--- src/rtl/conv_job_scheduler.sv ---
// conv_job_scheduler: lets two requesters share one 7x7-IFM / 3x3-kernel
// convolution engine, one job at a time.
// A job is granted, then the owner's IFM/weight words are streamed into the
// engine through registers. The engine's OFM words come back tagged with the
// owner ID. A fixed cool-down separates consecutive jobs.
// Optional feature macro: SCHED_RR_EN. When it is defined, round-robin
// arbitration is used. When it is undefined, requester 0 wins every tie.
// The FSM state is held in state_q (type state_e) so it can be probed.
//
// Handshake semantics: there is no back-pressure anywhere.
// - gnt_<n> is high for exactly IFM_LEN consecutive cycles. On each of those
//   cycles the owner must present a valid ifm_<n>. During the first KER_LEN
//   of those cycles it must also present a valid w_<n>.
// - eng_in_valid / eng_weight_valid qualify eng_ifm / eng_weight on every
//   cycle they are high.
// - eng_out_valid qualifies eng_ofm on the cycle it is high.
// - res_valid qualifies res_data / res_id / res_last for one cycle. The
//   consumer must accept the word on that cycle.
module conv_job_scheduler #(
  parameter int IFM_LEN = 49,
  parameter int KER_LEN = 9,
  parameter int OUT_LEN = 25,
  parameter int GAP     = 4,
  parameter int TIMEOUT = 64
) (
  input  logic        clk,
  input  logic        rst_n,
  input  logic        req_0,
  input  logic        req_1,
  output logic        gnt_0,
  output logic        gnt_1,
  input  logic [15:0] ifm_0,
  input  logic [15:0] w_0,
  input  logic [15:0] ifm_1,
  input  logic [15:0] w_1,
  output logic        eng_in_valid,
  output logic        eng_weight_valid,
  output logic [15:0] eng_ifm,
  output logic [15:0] eng_weight,
  input  logic        eng_out_valid,
  input  logic [35:0] eng_ofm,
  output logic        res_valid,
  output logic [35:0] res_data,
  output logic        res_id,
  output logic        res_last,
  output logic        busy,
  output logic        err_timeout
);

  localparam int S_W = (IFM_LEN > 1) ? $clog2(IFM_LEN) : 1;
  localparam int R_W = $clog2(OUT_LEN + 1);
  localparam int T_W = (TIMEOUT > 1) ? $clog2(TIMEOUT) : 1;
  localparam int C_W = (GAP > 1) ? $clog2(GAP) : 1;

  typedef enum logic [1:0] {
    ST_IDLE     = 2'd0,
    ST_STREAM   = 2'd1,
    ST_WAIT_OUT = 2'd2,
    ST_COOL     = 2'd3
  } state_e;

  state_e         state_q, state_d;
  logic           owner_q, owner_d;
  logic [S_W-1:0] s_q, s_d;   // stream position within the job
  logic [R_W-1:0] r_q, r_d;   // results accepted for the job
  logic [T_W-1:0] t_q, t_d;   // cycles spent in WAIT_OUT
  logic [C_W-1:0] c_q, c_d;   // cool-down cycles elapsed

  logic        eng_in_valid_q, eng_in_valid_d;
  logic        eng_weight_valid_q, eng_weight_valid_d;
  logic [15:0] eng_ifm_q, eng_ifm_d;
  logic [15:0] eng_weight_q, eng_weight_d;
  logic        res_valid_q, res_valid_d;
  logic [35:0] res_data_q, res_data_d;
  logic        res_id_q, res_id_d;
  logic        res_last_q, res_last_d;
  logic        err_q, err_d;

  logic        streaming;
  logic        count_en;
  logic        pick_owner;

`ifdef SCHED_RR_EN
  // Last requester served. Its reset value of 1 gives requester 0 the first tie.
  logic last_q, last_d;

  // Round-robin: on a tie, the requester served last loses. A lone requester always wins.
  always_comb begin
    pick_owner = 1'b0;
    if (req_0 && req_1) pick_owner = ~last_q;
    else                pick_owner = ~req_0;
  end

  // Round-robin pointer register.
  always_ff @(posedge clk or negedge rst_n) begin
    if (!rst_n) last_q <= 1'b1;
    else        last_q <= last_d;
  end
`else
  // Fixed priority: requester 0 wins whenever it asks.
  always_comb begin
    pick_owner = ~req_0;
  end
`endif

  assign streaming = (state_q == ST_STREAM);
  // Results are accepted while streaming as well, because the engine starts
  // producing before its input stream ends.
  assign count_en  = eng_out_valid && (r_q < R_W'(OUT_LEN)) &&
                     ((state_q == ST_STREAM) || (state_q == ST_WAIT_OUT));

  // Next-state, counters, and registered engine/result drive.
  always_comb begin
    state_d            = state_q;
    owner_d            = owner_q;
    s_d                = s_q;
    r_d                = r_q;
    t_d                = t_q;
    c_d                = c_q;
    err_d              = 1'b0;
    res_valid_d        = 1'b0;
    res_data_d         = '0;
    res_id_d           = 1'b0;
    res_last_d         = 1'b0;
`ifdef SCHED_RR_EN
    last_d             = last_q;
`endif
    eng_in_valid_d     = streaming;
    eng_weight_valid_d = streaming && (s_q < S_W'(KER_LEN));
    eng_ifm_d          = streaming ? (owner_q ? ifm_1 : ifm_0) : 16'd0;
    eng_weight_d       = eng_weight_valid_d ? (owner_q ? w_1 : w_0) : 16'd0;

    if (count_en) begin
      res_valid_d = 1'b1;
      res_data_d  = eng_ofm;
      res_id_d    = owner_q;
      res_last_d  = (r_q == R_W'(OUT_LEN - 1));
      r_d         = r_q + R_W'(1);
    end

    case (state_q)
      ST_IDLE: begin
        if (req_0 || req_1) begin
          state_d = ST_STREAM;
          owner_d = pick_owner;
          s_d     = '0;
          r_d     = '0;
          t_d     = '0;
          c_d     = '0;
`ifdef SCHED_RR_EN
          last_d  = pick_owner;
`endif
        end
      end
      ST_STREAM: begin
        // A requester dropping its req here is ignored: the grant is committed.
        if (s_q == S_W'(IFM_LEN - 1)) begin
          state_d = ST_WAIT_OUT;
          t_d     = '0;
        end else begin
          s_d = s_q + S_W'(1);
        end
      end
      ST_WAIT_OUT: begin
        if (r_d == R_W'(OUT_LEN)) begin
          state_d = ST_COOL;
          c_d     = '0;
        end else if (t_q == T_W'(TIMEOUT - 1)) begin
          state_d = ST_COOL;
          c_d     = '0;
          err_d   = 1'b1;
        end else begin
          t_d = t_q + T_W'(1);
        end
      end
      ST_COOL: begin
        if (c_q == C_W'(GAP - 1)) state_d = ST_IDLE;
        else                      c_d = c_q + C_W'(1);
      end
      default: state_d = ST_IDLE;
    endcase
  end

  // State, owner and counter registers.
  always_ff @(posedge clk or negedge rst_n) begin
    if (!rst_n) begin
      state_q <= ST_IDLE;
      owner_q <= 1'b0;
      s_q     <= '0;
      r_q     <= '0;
      t_q     <= '0;
      c_q     <= '0;
    end else begin
      state_q <= state_d;
      owner_q <= owner_d;
      s_q     <= s_d;
      r_q     <= r_d;
      t_q     <= t_d;
      c_q     <= c_d;
    end
  end

  // Engine-side and result-side output registers.
  always_ff @(posedge clk or negedge rst_n) begin
    if (!rst_n) begin
      eng_in_valid_q     <= 1'b0;
      eng_weight_valid_q <= 1'b0;
      eng_ifm_q          <= '0;
      eng_weight_q       <= '0;
      res_valid_q        <= 1'b0;
      res_data_q         <= '0;
      res_id_q           <= 1'b0;
      res_last_q         <= 1'b0;
      err_q              <= 1'b0;
    end else begin
      eng_in_valid_q     <= eng_in_valid_d;
      eng_weight_valid_q <= eng_weight_valid_d;
      eng_ifm_q          <= eng_ifm_d;
      eng_weight_q       <= eng_weight_d;
      res_valid_q        <= res_valid_d;
      res_data_q         <= res_data_d;
      res_id_q           <= res_id_d;
      res_last_q         <= res_last_d;
      err_q              <= err_d;
    end
  end

  assign gnt_0            = streaming && !owner_q;
  assign gnt_1            = streaming &&  owner_q;
  assign busy             = (state_q != ST_IDLE);
  assign eng_in_valid     = eng_in_valid_q;
  assign eng_weight_valid = eng_weight_valid_q;
  assign eng_ifm          = eng_ifm_q;
  assign eng_weight       = eng_weight_q;
  assign res_valid        = res_valid_q;
  assign res_data         = res_data_q;
  assign res_id           = res_id_q;
  assign res_last         = res_last_q;
  assign err_timeout      = err_q;

endmodule

--- config.mk ---
export PLATFORM = sky130hd
export DESIGN_NAME = conv_job_scheduler
export DESIGN_NICKNAME = d
export VERILOG_FILES = /design/src/rtl/conv_job_scheduler.sv
export SDC_FILE = /design/constraint.sdc
export NUM_CORES = 1
export LEC_CHECK = 0
export ABC_AREA = 0
export CAP_MARGIN = 10
export CORE_UTILIZATION = 38
export CTS_CLUSTER_SIZE = 8
export DETAILED_ROUTE_END_ITERATION = 10
export GPL_ROUTABILITY_DRIVEN = 0
export PLACE_DENSITY_LB_ADDON = 0.05
export RECOVER_POWER = 100
export SETUP_SLACK_MARGIN = 0.3
export SLEW_MARGIN = 20
export SYNTH_ARGS = -nofsm -noshare
export SYNTH_HDL_FRONTEND = slang
export SYNTH_SLANG_ARGS = --single-unit
--- constraint.sdc ---
create_clock -name clk -period 2.1 [get_ports clk]
set_input_delay 0.525 -clock clk [delete_from_list [all_inputs] [get_ports clk]]
set_output_delay 0.525 -clock clk [all_outputs]
set_load 0.01 [all_outputs]
==> summary.md <==
| Metric | Value |
|---|---|
| Crit share post-route | `99.7%` |
| Crit path cell chain | `inv_2 > ha_4 > and3_4 > nand2_4 > mux2i_4 > nor3_4 > buf_6 > buf_6 > o311a_1 > a211o_1` |
| Peak Freq | `478 MHz` |
| Yosys cell types | `43` |
| Max Cap Violations | `0` |
| Yosys warns | `0` |
| Die Height | `105 um` |
| FP Rows | `37` |
| Tot GR Track Use | `roughly a fifth` |
| Outcome | `finished clean` |
| Final Util | `roughly two thirds` |
| Post-Syn Instances | `337` |
| Drt initial violations | `about 110` |
| Vias in the first global route | `3214` |
| Critical path startpoint category | `flip-flop` |
| Die Wd | `105 um` |
| Pre-Repair DR Iteration Count | `4` |
| Leakage | `around 3.2 nW` |
| Residual DRC | `0` |
| Core Area | `between 10000 and 15000 um^2` |
| Post-DRT Antenna Nets | `0` |
| Dpl cells | `approximately 670` |
| Port bufs | `between 150 and 200` |
| Htree depth | `3` |
| Worst VDD drop | `between 0.0005 and 0.0006 V` |
| Hpwl dp | `around 7.4 mm` |
| Critical R2R Launch | `state_q[1]` |
| Vias/cell | `around 4.6` |
| Multi-input gate area | `~1700 um^2` |
| Worst Path Max Fanout | `5` |
| I/O pins | `182` |
| FFs w/ async S/R, synth | `between 90% and 100%` |
| Fraction of layout cells with a size suffix above 1 | `roughly 17%` |
| CP required | `between 2000 and 2500 ps` |
| Cell Count, Final, Fillers Out | `just over 700` |
| Clk slew on worst S/H paths | `90 ps` |
| Clock Latency Late Sink | `about 360 ps` |
| Final Hold Vio Count | `0` |
| Cell mode on critical path | `buf_6` |
| Die ar. | `11000 um^2` |
| #FFs+latches synth | `96` |
| Largest delay contributor family on the critical path | `compound AO/OA/AOI/OAI gates` |
| Pwr dens | `959 nW/um^2` |
| Number of synthesized flops with an enable pin | `0` |
| Synthesized area per cell | `between 10 and 15 um^2` |
| Main flop type after synthesis | `dfrtp_1` |
| Slew HR | `between 30% and 40%` |
| Initial antenna violation count | `0` |
| Worst Hold Class | `in2async` |
| Filler cells | `roughly 840` |
| Clock skew | `approximately 13 ps` |
| Nets@finish | `slightly below 700` |
| Yosys top cell area share | `between 50% and 60%` |
| FF/Latch Area | `~2400 um^2` |
| CTS tree | `built` |
| Critical Path End Type | `flip-flop` |
| Most common cell in the synthesized netlist | `dfrtp_1` |
| Register area share after synthesis | `between 50 and 60%` |
| CP max stage delay | `approximately 400 ps` |
| Clock root buffer | `clkbuf_8` |
| Clock Sink Count | `96` |
| Pins Over Slew Limit | `0` |
| Hold WS | `334 ps` |
| Mapped cell area | `a little over 4000 um^2` |
| DR WL/cell | `15.2 um` |
| Area grow syn2layout | `65.6%` |
| Largest net degree at the start of global routing | `44` |
| Synth area leaders | `dfrtp_1 60%, mux2i_1 8.7%, and2_1 6.2%` |
| CP bufs+invs | `3` |
| Critical Path AT | `around 2400 ps` |
| Total wire length | `between 10 and 15 mm` |
| Synth cell count leaders | `96 x dfrtp_1, 40 x and2_1, 35 x mux2i_1, 35 x nor2_1, 18 x nor2b_1` |
| CP startpoint | `state_q[1]` |
| Initial Utilization | `around two fifths` |
| Final setup fails | `0` |
| RSZ-0062 raised after global routing | `yes` |
| CP max stage cell | `dfrtp_1` |
| DR vias | `roughly 3300` |
| Cell taking the most area after synthesis | `dfrtp_1` |
| First-pass GRT wire length | `approximately 16 mm` |
| Type of the worst setup path | `reg2reg` |
| Num CTS Buffers | `9` |
| Worst Tran Pin Value | `approximately 1000 ps` |
| Clk buf depth | `2` |
| N_diodes | `0` |
| Period minus WS final | `2090 ps` |
| Total gr overflow | `0` |
| Syn Nets | `between 400 and 500` |
| Hold-fix buffers, CTS | `0` |
-- report_power, final --
group          switching [mW]  internal (mW)
clock                   0.641          0.462
sequential              0.229           2.18
combinational            1.27           1.62
-- worst paths after layout --
check                                endpoint  slack [ps]  depth (start not counted)
worst max-delay path                   t_q[4]           7                         10
worst min-delay path            eng_weight[4]         330                          1
worst max register to register         t_q[4]           7                         10
worst min register to register         c_q[1]         540                          2
max in group asynchronous          eng_ifm[5]         500                          2
min in group clk                       c_q[1]         540                          2
-- cell families after synthesis --
group / after synthesis / share of synthesized area (%)
AOI/OAI and AO/OA: 29 / 5.93
buffers and inverters: 26 / 2.70
muxes: 38 / 9.52
adders and majority gates: 11 / 3.41
xor gates and xnor gates: 7 / 1.52
and+or+nand+nor: 130 / 17.4
DFF: 96 / 59.6
-- worst register-to-register path: cells and delay by family (launching register included) --
kind | cells | cell delay (ps)
AO/OA/AOI/OAI | 2 | 500
flip-flops | 1 | 400
adder cells (fa/ha/maj) | 1 | 210
AND/OR/NAND/NOR | 3 | 320
buffers and inverters | 3 | 340
multiplexers | 1 | 240
-- flip-flops by register name, summed over array words and instances (netlist names) --
register and cells:
res_data 36, eng_weight 16, err_timeout 1, r_q 5, t_q 6, eng_ifm 16, res_id 1, eng_weight_valid 1
owner_q 1, res_valid 1, s_q 6, c_q 2, res_last 1, state_q 2, eng_in_valid 1
-- metrics by stage --
| step | worst slack (ps) | TNS, ps | power, mW | instance area [um^2] |
|---|---|---|---|---|
| after global placement | -303 | -2270 | 4.79 | 6240 |
| after CTS | 5.26 | 0 | 6.20 | 6570 |
| after floorplan | 60.1 | 0 | 3.73 | 4080 |
| final | 6.55 | 0 | 6.41 | 6680 |
| after global routing | -63.8 | -421 | 6.81 | 6680 |
| after detailed placement | -345 | -2670 | 4.86 | 6240 |
-- cell usage in the layout (no fill, tap or decap), drive strengths merged, types with 2 or more instances in the layout --
cell type	instances
xnor2	4
nor2b	18
clkdlybuf4s25	11
dfrtp	96
nor2	35
a211o	3
o211a	3
nand3	5
nor3	6
mux2	3
clkbuf	28
o21ai	6
inv	13
mux2i	35
dlymetal6s2s	12
nand2	14
clkinv	3
nand4	4
xor2	3
a21oi	4
and3	3
clkdlybuf4s50	143
o211ai	2
ha	11
buf	46
nand3b	2
dlygate4sd2	6
and2	40
-- cell type report --
| type | count | share of cell area (%) |
|---|---|---|
| well taps | 136 | 2.55 |
| clock buffers | 11 | 2.12 |
| multi-input cells | 215 | 24.8 |
| repair buffers | 235 | 33.4 |
| inverters | 12 | 0.674 |
| clock inverters | 5 | 0.468 |
| flip-flops and latches | 96 | 36.0 |
-- per-layer routing --
layer / GRT usage (%) / part of all wire [%] / routed length (um)
met1: 24.0 / 43 / 4600
met2: 32.1 / 49 / 5310
met3: 5.05 / 6.6 / 711
met4: 7.04 / 1.3 / 141
met5: 0 / 0 / 0
-- what timing repair did --
action	CTS	global route
setup buffers	12	9
gates cloned	0	2
resized for setup	33	44
pin swaps	8	8
setup endpoints to repair	25	44
Power figures use the tool's default switching activity.
